**config.mk**
```make
export PLATFORM = sky130hd
export DESIGN_NAME = lzd_dec_32b
export DESIGN_NICKNAME = d
export VERILOG_FILES = /design/src/rtl/lzd_dec_32b.sv
export SDC_FILE = /design/constraint.sdc
export NUM_CORES = 1
export LEC_CHECK = 0
export ABC_CLOCK_PERIOD_IN_PS = 5500
export CORE_MARGIN = 2
export CORE_UTILIZATION = 56
export DETAILED_ROUTE_END_ITERATION = 16
export PLACE_DENSITY = 0.85
export SETUP_SLACK_MARGIN = 0.15
export SLEW_MARGIN = 40
export SYNTH_ARGS = -nofsm -noshare
export SYNTH_HDL_FRONTEND = slang
export SYNTH_SLANG_ARGS = --single-unit
```
**constraint.sdc**
```tcl
create_clock -name i_clk -period 5.5 [get_ports i_clk]
set_clock_uncertainty 0.2 [all_clocks]
set_input_delay 1.375 -clock i_clk [delete_from_list [all_inputs] [get_ports i_clk]]
set_output_delay 1.375 -clock i_clk [all_outputs]
set_load 0.005 [all_outputs]
```
**src/rtl/lzd_dec_32b.sv**
```systemverilog
// ---------------------------------------------------------------------------
// lzd_dec_32b
//
// Inverse of the 32-bit leading-one detector. Takes a 5-bit bit position
// plus a "position is meaningful" flag. Rebuilds two 32-bit words from them:
// the one-hot word with only that bit set, and a thermometer mask covering
// that bit and every bit below it. When the flag is low, both words are zero
// and o_zero is set.
//
// The block is a two-stage valid/ready pipeline with full throughput:
//   s1 : decodes the low four position bits into a 16-bit one-hot and a
//        16-bit mask. It keeps the half select (position bit 4) and the
//        zero flag alongside.
//   s2 : places the 16-bit pieces into the upper or lower half of the
//        32-bit outputs.
// This 16/16 split follows the hierarchy of the detector.
//
// Ports
//   i_clk       sole clock, rising edge
//   i_rst       asynchronous active-high reset
//   i_valid     upstream item present
//   o_ready     block accepts an item this cycle (combinational from i_ready)
//   i_po        bit position of the leading one, 0..31
//   i_po_valid  position meaningful; 0 means the source word was all zeros
//   o_valid     output item present
//   i_ready     downstream accepts this cycle
//   o_onehot    only bit i_po set, zero when !i_po_valid
//   o_mask      bits [i_po:0] set, zero when !i_po_valid
//   o_zero      registered copy of !i_po_valid
// ---------------------------------------------------------------------------
module lzd_dec_32b (
   input  logic        i_clk,
   input  logic        i_rst,
   input  logic        i_valid,
   output logic        o_ready,
   input  logic [4:0]  i_po,
   input  logic        i_po_valid,
   output logic        o_valid,
   input  logic        i_ready,
   output logic [31:0] o_onehot,
   output logic [31:0] o_mask,
   output logic        o_zero
);

   // ------------------------------------------------------------------
   // Handshake
   // ------------------------------------------------------------------
   logic        s1_valid_q, s1_valid_d;
   logic        s2_valid_q, s2_valid_d;
   logic        s1_adv;
   logic        s2_adv;

   assign s2_adv  = !s2_valid_q || i_ready;
   assign s1_adv  = !s1_valid_q || s2_adv;
   assign o_ready = s1_adv;

   // ------------------------------------------------------------------
   // Stage 1: 4-to-16 decode of the low position bits
   // ------------------------------------------------------------------
   logic        s1_half_q, s1_half_d;
   logic [15:0] s1_dec_q,  s1_dec_d;
   logic [15:0] s1_mask_q, s1_mask_d;
   logic        s1_zero_q, s1_zero_d;

   logic [15:0] dec16;
   logic [15:0] mask16;

   always_comb begin
      dec16  = '0;
      mask16 = '0;
      for (int i = 0; i < 16; i++) begin
         dec16[i]  = i_po_valid && (i_po[3:0] == 4'(i));
         mask16[i] = i_po_valid && (4'(i) <= i_po[3:0]);
      end
   end

   // Data registers are only loaded when a real item is captured. On a
   // drain-only advance, they keep their previous contents, so the outputs
   // do not toggle for bubbles.
   always_comb begin
      s1_valid_d = s1_valid_q;
      s1_half_d  = s1_half_q;
      s1_dec_d   = s1_dec_q;
      s1_mask_d  = s1_mask_q;
      s1_zero_d  = s1_zero_q;
      if (s1_adv) begin
         s1_valid_d = i_valid;
         if (i_valid) begin
            s1_half_d = i_po[4];
            s1_dec_d  = dec16;
            s1_mask_d = mask16;
            s1_zero_d = !i_po_valid;
         end
      end
   end

   always_ff @(posedge i_clk or posedge i_rst) begin
      if (i_rst) begin
         s1_valid_q <= 1'b0;
         s1_half_q  <= 1'b0;
         s1_dec_q   <= '0;
         s1_mask_q  <= '0;
         s1_zero_q  <= 1'b0;
      end else begin
         s1_valid_q <= s1_valid_d;
         s1_half_q  <= s1_half_d;
         s1_dec_q   <= s1_dec_d;
         s1_mask_q  <= s1_mask_d;
         s1_zero_q  <= s1_zero_d;
      end
   end

   // ------------------------------------------------------------------
   // Stage 2: assemble the 32-bit words
   // ------------------------------------------------------------------
   logic [31:0] s2_onehot_q, s2_onehot_d;
   logic [31:0] s2_mask_q,   s2_mask_d;
   logic        s2_zero_q,   s2_zero_d;

   logic [31:0] onehot32;
   logic [31:0] mask32;

   // An upper-half position must fill the whole lower half of the mask.
   // The zero flag still overrides this, because the 16-bit pieces are
   // already clear but the half select is a don't-care.
   always_comb begin
      onehot32 = '0;
      mask32   = '0;
      if (!s1_zero_q) begin
         if (s1_half_q) begin
            onehot32 = {s1_dec_q, 16'h0000};
            mask32   = {s1_mask_q, 16'hFFFF};
         end else begin
            onehot32 = {16'h0000, s1_dec_q};
            mask32   = {16'h0000, s1_mask_q};
         end
      end
   end

   always_comb begin
      s2_valid_d  = s2_valid_q;
      s2_onehot_d = s2_onehot_q;
      s2_mask_d   = s2_mask_q;
      s2_zero_d   = s2_zero_q;
      if (s2_adv) begin
         s2_valid_d = s1_valid_q;
         if (s1_valid_q) begin
            s2_onehot_d = onehot32;
            s2_mask_d   = mask32;
            s2_zero_d   = s1_zero_q;
         end
      end
   end

   always_ff @(posedge i_clk or posedge i_rst) begin
      if (i_rst) begin
         s2_valid_q  <= 1'b0;
         s2_onehot_q <= '0;
         s2_mask_q   <= '0;
         s2_zero_q   <= 1'b0;
      end else begin
         s2_valid_q  <= s2_valid_d;
         s2_onehot_q <= s2_onehot_d;
         s2_mask_q   <= s2_mask_d;
         s2_zero_q   <= s2_zero_d;
      end
   end

   assign o_valid  = s2_valid_q;
   assign o_onehot = s2_onehot_q;
   assign o_mask   = s2_mask_q;
   assign o_zero   = s2_zero_q;

endmodule

```
Word level (Yosys, flattened, before mapping)
Index checks and enable logic that the tools add are counted.
{"block": "totals", "ff_bits": 101, "in_bits": 10, "out_inout_bits": 67, "elab_cells": 84}
{"block": "classes", "n_lt_le_gt_ge": 16, "eq_ne": 15, "n_mux": 4, "n_reduce_logical": 40}
{"operator": "$mux 32", "count": 4}
{"operator": "$eq 4x4->1 const B", "count": 8}
{"operator": "$le 4x4->1 const A", "count": 8}
{"operator": "$logic_and 1x1->1", "count": 32}
{"operator": "$eq 4x3->1 const B", "count": 4}
{"operator": "$le 3x4->1 const A", "count": 4}
{"operator": "$eq 4x2->1 const B", "count": 2}
{"operator": "$le 1x4->1 const A", "count": 2}
{"operator": "$le 2x4->1 const A", "count": 2}
{"operator": "$eq 4x1->1 const B", "count": 1}
{"operator": "$logic_not 4->1", "count": 1}
{"operator": "$reduce_and 2->1", "count": 2}
{"operator": "$logic_not 1->1", "count": 3}
{"operator": "$logic_or 1x1->1", "count": 2}

Longest topological paths before layout
Gate-level depths: netlist (run 1).
{"block": "depth", "depth_word": 4, "ltp_mapped": 5}

Least setup slack after synthesis (run 1)
OpenSTA, ideal clock, no wires.
{"block": "synth_timing", "path_type": "input -> output", "startpoint": "input port i_ready", "endpoint": "output port o_ready", "t_arrival_ns": 1.600, "required_time_ns": 3.925, "path_slack_ns": 2.325, "stages": 1, "cell_sequence": "nand3b_2"}
{"block": "synth_via", "elab_chain_len": 2}
{"element": "start, declared", "line_no": "39", "rtl": "input logic i_ready,"}
{"element": "$logic_or 1x1->1", "line_no": "53", "rtl": "assign s2_adv = !s2_valid_q || i_ready;"}
{"element": "$logic_or 1x1->1", "line_no": "54", "rtl": "assign s1_adv = !s1_valid_q || s2_adv;"}
{"element": "end, declared", "line_no": "35", "rtl": "output logic o_ready,"}
Every way passes these cells.

Worst setup path after layout (run 1)
Ends and elaborated chain as after synthesis.

==> results of run 1 <==
==> synth_stat cells, drive strengths merged, types with 2 or more instances <==
library cell   n
a21oi          3
a22o          30
buf           21
clkbuf         9
dfrtp         99
inv           10
mux2          24
mux2i          6
nand2         21
nand2b         5
nand3          2
nand3b         2
nor2          34
nor2b          2
nor3           5
o21ai         52
o2bb2ai        2
o31ai         18
==> final timing paths <==
kind                                         start                  endpoint  slack, ps  cells after the start
setup / recovery                           i_ready                   o_ready       1350                      3
setup reg to reg             s1_half_q$_DFFE_PP0P_  o_onehot[29]$_DFFE_PP0P_       3520                      4
max in group asynchronous                    i_rst  o_onehot[15]$_DFFE_PP0P_       2990                      3
hold / removal             o_onehot[1]$_DFFE_PP0P_   o_onehot[1]$_DFFE_PP0P_        310                      2
min in group asynchronous                    i_rst     o_mask[7]$_DFFE_PP0P_       1250                      2
hold reg to reg            o_onehot[1]$_DFFE_PP0P_   o_onehot[1]$_DFFE_PP0P_        310                      2
==> worst max-delay path, cell delays in order <==
cell	delay (ps)
sky130_fd_sc_hd__clkdlybuf4s50_1	490
sky130_fd_sc_hd__nand3b_2	180
sky130_fd_sc_hd__clkdlybuf4s50_1	520
==> metrics by stage <==
step	hold slack (ps)	std cells
after global placement	284	500
final	313	517
after CTS	318	517
after floorplan	279	354
after global routing	335	517
after detailed placement	295	502
==> area by class of cell <==
cell class	count	area, um^2	share of cell area
clock inverters	4	51.3	0.0101
multi-input cells	215	1430	0.283
flip-flops and latches	99	2480	0.489
clock buffers	11	141	0.0279
repair buffers	79	791	0.156
inverters	10	42.5	0.00841
well taps	99	124	0.0245
==> kinds of logic after synthesis <==
logic type | after synthesis | synth area share
flip-flops | 99 | 0.603
multiplexers | 30 | 0.0804
buffers and inverters | 40 | 0.0527
AO/OA/AOI/OAI | 109 | 0.176
AND/OR/NAND/NOR | 76 | 0.0877
==> report_power, final <==
part | switching (mW) | total, mW | leakage [nW] | internal, mW
Sequential | 0.0576 | 0.846 | 1.33 | 0.788
Combinational | 0.127 | 0.259 | 0.831 | 0.131
Clock | 0.241 | 0.461 | 0.0954 | 0.220
Total | 0.426 | 1.57 | 2.25 | 1.14
==> metal layers <==
metal / track usage / wire length (um)
met5: 0 / 0
met3: 0.0722 / 497
met2: 0.366 / 4590
met1: 0.372 / 4310
met4: 0.0773 / 128
==> registers in the layout, summed over array words and instances, names as in the netlist <==
register	flops
o_zero	1
o_mask	31
s1_mask_q	15
s1_dec_q	16
s1_valid_q	1
s1_zero_q	1
o_onehot	32
o_valid	1
s1_half_q	1
==> results.toml, run 1 <==
[sta]
period_needed_ps = 4150
finalMaxSlewViolations = 0
setup-violations-final = 0
grt_setup_unrepaired = "false"
max_transition_margin = 0.509
period_share = 0.754
max_freq_mhz = 241
final.setup.tns_ps = 0
worstMarginPinSlew_ps = 737
timing.final.ws_setup_ps = 1350
hold_violations = 0

[placement]
post_dp_cell_area_um2 = 4860
place.port_buffers = 76
gp_congestion = 0.840
preCtsSetupSlack_ps = 1390
dp_hpwl_um = 6090

[clock_network]
cts.sink_count = 99
clock_latency_ps = 370
clock_tree.buffer_depth = 2
cts_tree = "yes"
clockRootBuffer = "sky130_fd_sc_hd__clkbuf_8"
clk_pin_slew_ps = 80
post_cts_buffers = 0
cts_hold_repair.buffers = 0
cts.repair.resized = 0
clock_tree.htree_level_count = 3
cts_made_buffers = 9

[yosys]
async_flop_share = 1.00
synth.top_cell.area_share = 0.603
synth.ff_latch_count = 99
postSynthNetCount = 364
synthDominantAreaCellType = "sky130_fd_sc_hd__dfrtp_1"
ys.flop_type = "sky130_fd_sc_hd__dfrtp_1"
synth.distinct_cells = 38
synth.yosys.warnings = 0
cells_after_synth = 354
synth_enable_flop_cells = 0
mappedNetlistArea_um2 = 4110
synth.top_cells.by_area = "sky130_fd_sc_hd__dfrtp_1 (60%), sky130_fd_sc_hd__a22o_1 (6.4%), sky130_fd_sc_hd__o21ai_0 (6.1%)"
seq_area_frac_synth = 0.603
postSynthAreaPerCell_um2 = 11.6

[power]
power_density_nw_per_um2 = 309
vdd.ir_drop.worst_mv = 0.134
fin_total_pwr_mw = 1.57
static-leakage-power_nw = 2.25

[floorplanning]
dieHeight_um = 89.6
fp.dieW_um = 89.6
start_util = 0.572
fp.coreArea_um2 = 7180
ios = 77
core.rowCount = 31
fp.dieArea_um2 = 8040

[route]
routedWlPerCell_um = 18.4
vias_per_cell = 5.90
detailedRoute.firstIterationViolations = 259
antenna_violating_nets_post_route = 0
drc = 0
wirelength_um = 9520
dr_total_vias = 3048
detailedRoute.firstPassIterationCount = 5

[critical_path]
critPathCaptureType = "output pin"
crit_path_start_kind = "input port"
crit_path_max_fanout = 4
setup.worst_path.class = "in2out"
worst_ep_required_time_ps = 3920
arrival_ps = 2570

[global_routing]
grt_start_max_net_pins = 69
initial_antenna_violation_count = 0
grt_first_pass_wirelength_um = 15100
total_routing_resource_utilization_after_global_routing = 0.252
grt_overflow = 0
vias_in_the_first_global_route = 2917

[cells_and_area]
drive_gt1_frac = 0.112
stdcell_area_um2 = 5060
final_common_cell = "sky130_fd_sc_hd__dfrtp_1"
nNetsFinal = 424
area_growth_pct = 23.2
utilization = 0.705
fill_cells = 498
mostFrequentLayoutCells = "sky130_fd_sc_hd__dfrtp_1 (99), sky130_fd_sc_hd__clkdlybuf4s50_1 (76), sky130_fd_sc_hd__o21ai_0 (50)"
insertedDiodeCount = 0

[run_status]
status = "completed"

[worst_hold_path]
timing.hold.worst.class = "reg2reg"

[flow_run]
maxCapViolations = 0
Power figures use the tool's default switching activity.
==> inputs of run 2 (changes only) <==
ABC_CLOCK_PERIOD_IN_PS = 3300   (was 5500)
CORE_UTILIZATION = 47   (was 56)
PLACE_DENSITY = 0.76   (was 0.85)
clock period = 3.3 ns   (was 5.5 ns; I/O delays follow)
==> results.toml, run 2 (synthesis results as in run 1) <==
[clock_network]
cts_hold_repair.buffers = 0
post_cts_buffers = 0
clock_tree.htree_level_count = 3
clock_tree.buffer_depth = 2
cts.repair.resized = 0
cts_made_buffers = 9
clock_latency_ps = 360
clockRootBuffer = "sky130_fd_sc_hd__clkbuf_8"
clk_pin_slew_ps = 90
cts_tree = "yes"
cts.sink_count = 99

[sta]
max_freq_mhz = 330
finalMaxSlewViolations = 0
grt_setup_unrepaired = "false"
max_transition_margin = 0.519
setup-violations-final = 0
period_needed_ps = 3030
period_share = 0.917
final.setup.tns_ps = 0
hold_violations = 0
worstMarginPinSlew_ps = 720

[power]
switching_share = 0.276
vdd.ir_drop.worst_mv = 0.187
p_int_mw = 1.85
power.clock.fraction = 0.279
comb_power_share = 0.174
seq_power_share = 0.546
netSwitchingPower_uw = 705
power_density_nw_per_um2 = 503
static-leakage-power_nw = 2.26

[critical_path]
crit_path_start_kind = "input port"
cp.depth = 3
critPathTopFamily = "buffers and inverters"
capture_instance_of_the_worst_register_to_register_path = "o_mask[23]$_DFFE_PP0P_"
arrival_ps = 2000
worst_ep_required_time_ps = 2270
setup.worst_path.class = "in2out"
crit_path_cell_trace = "clkdlybuf4s50_1 > nand3b_2 > clkdlybuf4s50_1"
reg2regPathDepth = 4
worst_r2r_startpoint = "s1_zero_q$_DFFE_PP0P_"
timing.critical_path.slowest_stage_cell = "sky130_fd_sc_hd__clkdlybuf4s50_1"
critPathCaptureType = "output pin"
slowest_stage_delay_on_critical_path_ps = 510
crit_top_cell = "sky130_fd_sc_hd__clkdlybuf4s50_1"
crit_path_max_fanout = 4
r2r_setup_slack_ps = 1390
worst_path_buffer_plus_inverter_count = 2

[floorplanning]
fp.coreArea_um2 = 8590
start_util = 0.478
fp.dieArea_um2 = 9500
fp.dieW_um = 97.5
ios = 77
dieHeight_um = 97.5
core.rowCount = 34

[run_status]
status = "completed"

[global_routing]
grt_start_max_net_pins = 100
grt_first_pass_wirelength_um = 15900
vias_in_the_first_global_route = 3005
grt_overflow = 0
total_routing_resource_utilization_after_global_routing = 0.209
initial_antenna_violation_count = 0

[route]
dr_total_vias = 3022
wirelength_um = 9340
detailedRoute.firstPassIterationCount = 4
drc = 0
antenna_violating_nets_post_route = 0
routedWlPerCell_um = 17.6
detailedRoute.firstIterationViolations = 169
vias_per_cell = 5.70

[placement]
dp.cells = 514
place.port_buffers = 76
gp_congestion = 0.770
dp_hpwl_um = 5980

[worst_hold_path]
whs_endpoint = "o_mask[5]$_DFFE_PP0P_"
timing.hold.worst.class = "reg2reg"
min_from = "o_mask[5]$_DFFE_PP0P_"
worst_hold_path.num_cells = 2

[cells_and_area]
mostFrequentLayoutCells = "sky130_fd_sc_hd__dfrtp_1 (99), sky130_fd_sc_hd__clkdlybuf4s50_1 (76), sky130_fd_sc_hd__o21ai_0 (50)"
area_growth_pct = 23.9
fin_cells = 530
flip_flop_count_of_the_largest_register_all_copies_and_words_added = 32
drive_gt1_frac = 0.118
insertedDiodeCount = 0
fill_cells = 728
nNetsFinal = 427
final_common_cell = "sky130_fd_sc_hd__dfrtp_1"

[flow_run]
maxCapViolations = 0
## run 2: cell count changes in the layout (fill, tap and decap cells not counted), moves of 2 or more
cell / previous run / this run
sky130_fd_sc_hd__buf_12: 0 / 2
sky130_fd_sc_hd__buf_4: 1 / 4
sky130_fd_sc_hd__clkinvlp_4: 1 / 3
sky130_fd_sc_hd__buf_6: 2 / 0
sky130_fd_sc_hd__nand2_2: 0 / 2
sky130_fd_sc_hd__nand2_4: 2 / 0
## run 2: layout make-up
class	instances	area (um^2)	area share
sequential	99	2480	0.487
multi-input combinational	215	1420	0.280
inverter	10	41.3	0.00812
clock buffer	12	155	0.0305
timing repair buffer	82	831	0.163
tap	108	135	0.0266
clock inverter	4	25.0	0.00492
## run 2: per-stage QoR
stage / hold WS [ps] / setup WS (ps) / util / power, mW / area (um^2)
6_report: 307 / 274 / 0.592 / 2.56 / 5090
5_1_grt: 333 / 245 / 0.592 / 2.68 / 5090
4_1_cts: 312 / 267 / 0.592 / 2.58 / 5090
3_5_place_dp: 291 / 279 / 0.571 / 1.87 / 4910
3_3_place_gp: 282 / 314 / 0.571 / 1.85 / 4910
2_1_floorplan: 279 / 1100 / - / 1.63 / 4110
## run 2: worst max-delay path by stage
stage | startpoint | endpoint | slack [ps]
6_report | i_ready | o_ready | 270
5_1_grt | i_ready | o_ready | 250
4_1_cts | i_ready | o_ready | 270
3_5_place_dp | i_ready | o_ready | 280
3_3_place_gp | i_ready | o_ready | 310
2_1_floorplan | i_rst | o_mask[0]$_DFFE_PP0P_ | 1100
## run 2: worst reg2reg max path, delay by kind of cell, from the launching register on
| kind | cells | cell delay, ps |
|---|---|---|
| and+or+nand+nor | 2 | 310 |
| buffers and inverters | 1 | 250 |
| AOI/OAI and AO/OA | 1 | 250 |
| DFF | 1 | 790 |
## run 2: power by group through the flow
stage | Sequential (mW) | Combinational (mW) | Clock, mW
6_report | 1.40 | 0.446 | 0.715
5_1_grt | 1.41 | 0.490 | 0.780
4_1_cts | 1.40 | 0.451 | 0.729
3_5_place_dp | 1.42 | 0.449 | 0
3_3_place_gp | 1.42 | 0.436 | 0
2_1_floorplan | 1.39 | 0.240 | 0
## run 2: per-layer routing
layer | GRT usage | up-vias | wire (um)
met3 | 0.0266 | 11 | 328
met4 | 0.0716 | 0 | 138
met2 | 0.324 | 76 | 4480
met1 | 0.308 | 1556 | 4390
met5 | 0 | - | 0
li1 | - | 1379 | -
==> inputs of run 3 (changes only) <==
CORE_UTILIZATION = 49   (was 47)
CTS_BUF_LIST = sky130_fd_sc_hd__clkbuf_2   (was default)
GPL_ROUTABILITY_DRIVEN = 0   (was default)
PLACE_DENSITY = 0.79   (was 0.76)
==> results.toml, run 3 (synthesis results as in run 1) <==
[run_status]
status = "completed"

[global_routing]
vias_in_the_first_global_route = 2936
grt_first_pass_wirelength_um = 15400
grt_start_max_net_pins = 100
grt_overflow = 0
total_routing_resource_utilization_after_global_routing = 0.223
initial_antenna_violation_count = 0

[route]
drc = 0
dr_total_vias = 3009
routedWlPerCell_um = 17.8
vias_per_cell = 5.69
antenna_violating_nets_post_route = 0
wirelength_um = 9400
detailedRoute.firstPassIterationCount = 4
detailedRoute.firstIterationViolations = 177

[sta]
period_share = 0.911
setup-violations-final = 0
worstMarginPinSlew_ps = 715
final.setup.tns_ps = 0
hold_violations = 0
grt_setup_unrepaired = "false"
max_freq_mhz = 333
holdWs_ps = 334
period_needed_ps = 3010
finalMaxSlewViolations = 0
max_transition_margin = 0.522

[floorplanning]
start_util = 0.502
fp.dieArea_um2 = 9130
fp.dieW_um = 95.6
fp.coreArea_um2 = 8180
core.rowCount = 33
ios = 77
dieHeight_um = 95.6

[clock_network]
cts_hold_repair.buffers = 0
cts_tree = "yes"
cts.repair.resized = 0
clock_tree.buffer_depth = 2
post_cts_buffers = 0
cts.sink_count = 99
clock_tree.htree_level_count = 3
cts_made_buffers = 9
clock_latency_ps = 550
clk_pin_slew_ps = 220
clockRootBuffer = "sky130_fd_sc_hd__clkbuf_2"

[power]
fin_total_pwr_mw = 2.48
power_density_nw_per_um2 = 492
vdd.ir_drop.worst_mv = 0.213
static-leakage-power_nw = 2.26

[critical_path]
critPathTopFamily = "buffers and inverters"
crit_path_max_fanout = 4
setup.worst_path.class = "in2out"
timing.critical_path.slowest_stage_cell = "sky130_fd_sc_hd__clkdlybuf4s50_1"
worst_path_buffer_plus_inverter_count = 2
slowest_stage_delay_on_critical_path_ps = 510
critPathCaptureType = "output pin"
crit_top_cell = "sky130_fd_sc_hd__clkdlybuf4s50_1"
crit_path_cell_trace = "clkdlybuf4s50_1 > nand3b_2 > clkdlybuf4s50_1"
arrival_ps = 1980
crit_path_start_kind = "input port"
worst_ep_required_time_ps = 2270

[cells_and_area]
fill_cells = 654
nNetsFinal = 429
final_common_cell = "sky130_fd_sc_hd__dfrtp_1"
insertedDiodeCount = 0
area_growth_pct = 22.9
flip_flop_count_of_the_largest_register_all_copies_and_words_added = 32
multiInputGateArea_um2 = 1420
mostFrequentLayoutCells = "sky130_fd_sc_hd__dfrtp_1 (99), sky130_fd_sc_hd__clkdlybuf4s50_1 (76), sky130_fd_sc_hd__o21ai_0 (50)"
sequential_cell_area_um2 = 2480
drive_gt1_frac = 0.118

[placement]
dp_hpwl_um = 6000
place.port_buffers = 76

[worst_hold_path]
timing.hold.worst.class = "reg2reg"

[flow_run]
maxCapViolations = 0
[run 3: changes by cell type in the layout (fill, tap and decap cells not counted), sizes merged]
cell and change:
clkbuf -2, clkinv +2, buf +2, clkinvlp -2
bufinv +2
[run 3: power breakdown]
part,internal [mW],leakage (nW),switching [mW]
clock network,0.248,0.0786,0.385
logic,0.229,0.852,0.221
registers,1.32,1.33,0.0845
[run 3: routing by layer]
metal	up-vias	GRT usage	wire length (um)
li1	1379	-	-
met1	1533	0.333	4450
met2	88	0.334	4410
met3	9	0.0482	450
met4	0	0.0595	94
met5	-	0	0
[run 3: tightest hold or removal path, stage by stage, from the launching register on]
cell,delay (ps)
sky130_fd_sc_hd__dfrtp_1,390
sky130_fd_sc_hd__o21ai_0,70
sky130_fd_sc_hd__o21ai_0,60
[run 3: layout make-up]
type                    count  share of cell area
flip-flops and latches     99               0.491
multi-input cells         215               0.282
repair buffers             84               0.168
well taps                 105              0.0260
clock inverters             6              0.0159
clock buffers              10             0.00991
inverters                  10             0.00818
[run 3: final timing paths]
check	startpoint	end	slack, ps	cells after the start
worst max-delay path	i_ready	o_ready	290	3
worst min-delay path	o_onehot[12]$_DFFE_PP0P_	o_onehot[12]$_DFFE_PP0P_	330	2
worst max register to register	s1_valid_q$_DFFE_PP0P_	s1_dec_q[14]$_DFFE_PP0P_	1400	3
worst min register to register	o_onehot[12]$_DFFE_PP0P_	o_onehot[12]$_DFFE_PP0P_	330	2
max in group asynchronous	i_rst	o_mask[19]$_DFFE_PP0P_	1960	3
min in group asynchronous	i_rst	o_mask[5]$_DFFE_PP0P_	500	3
[run 3: metrics by stage]
stage	util	instance area (um^2)	setup WS (ps)	std cells
2_1_floorplan	-	4110	1100	354
3_3_place_gp	0.602	4920	312	513
3_5_place_dp	0.602	4920	286	513
4_1_cts	0.618	5050	283	529
5_1_grt	0.618	5050	224	529
6_report	0.618	5050	293	529
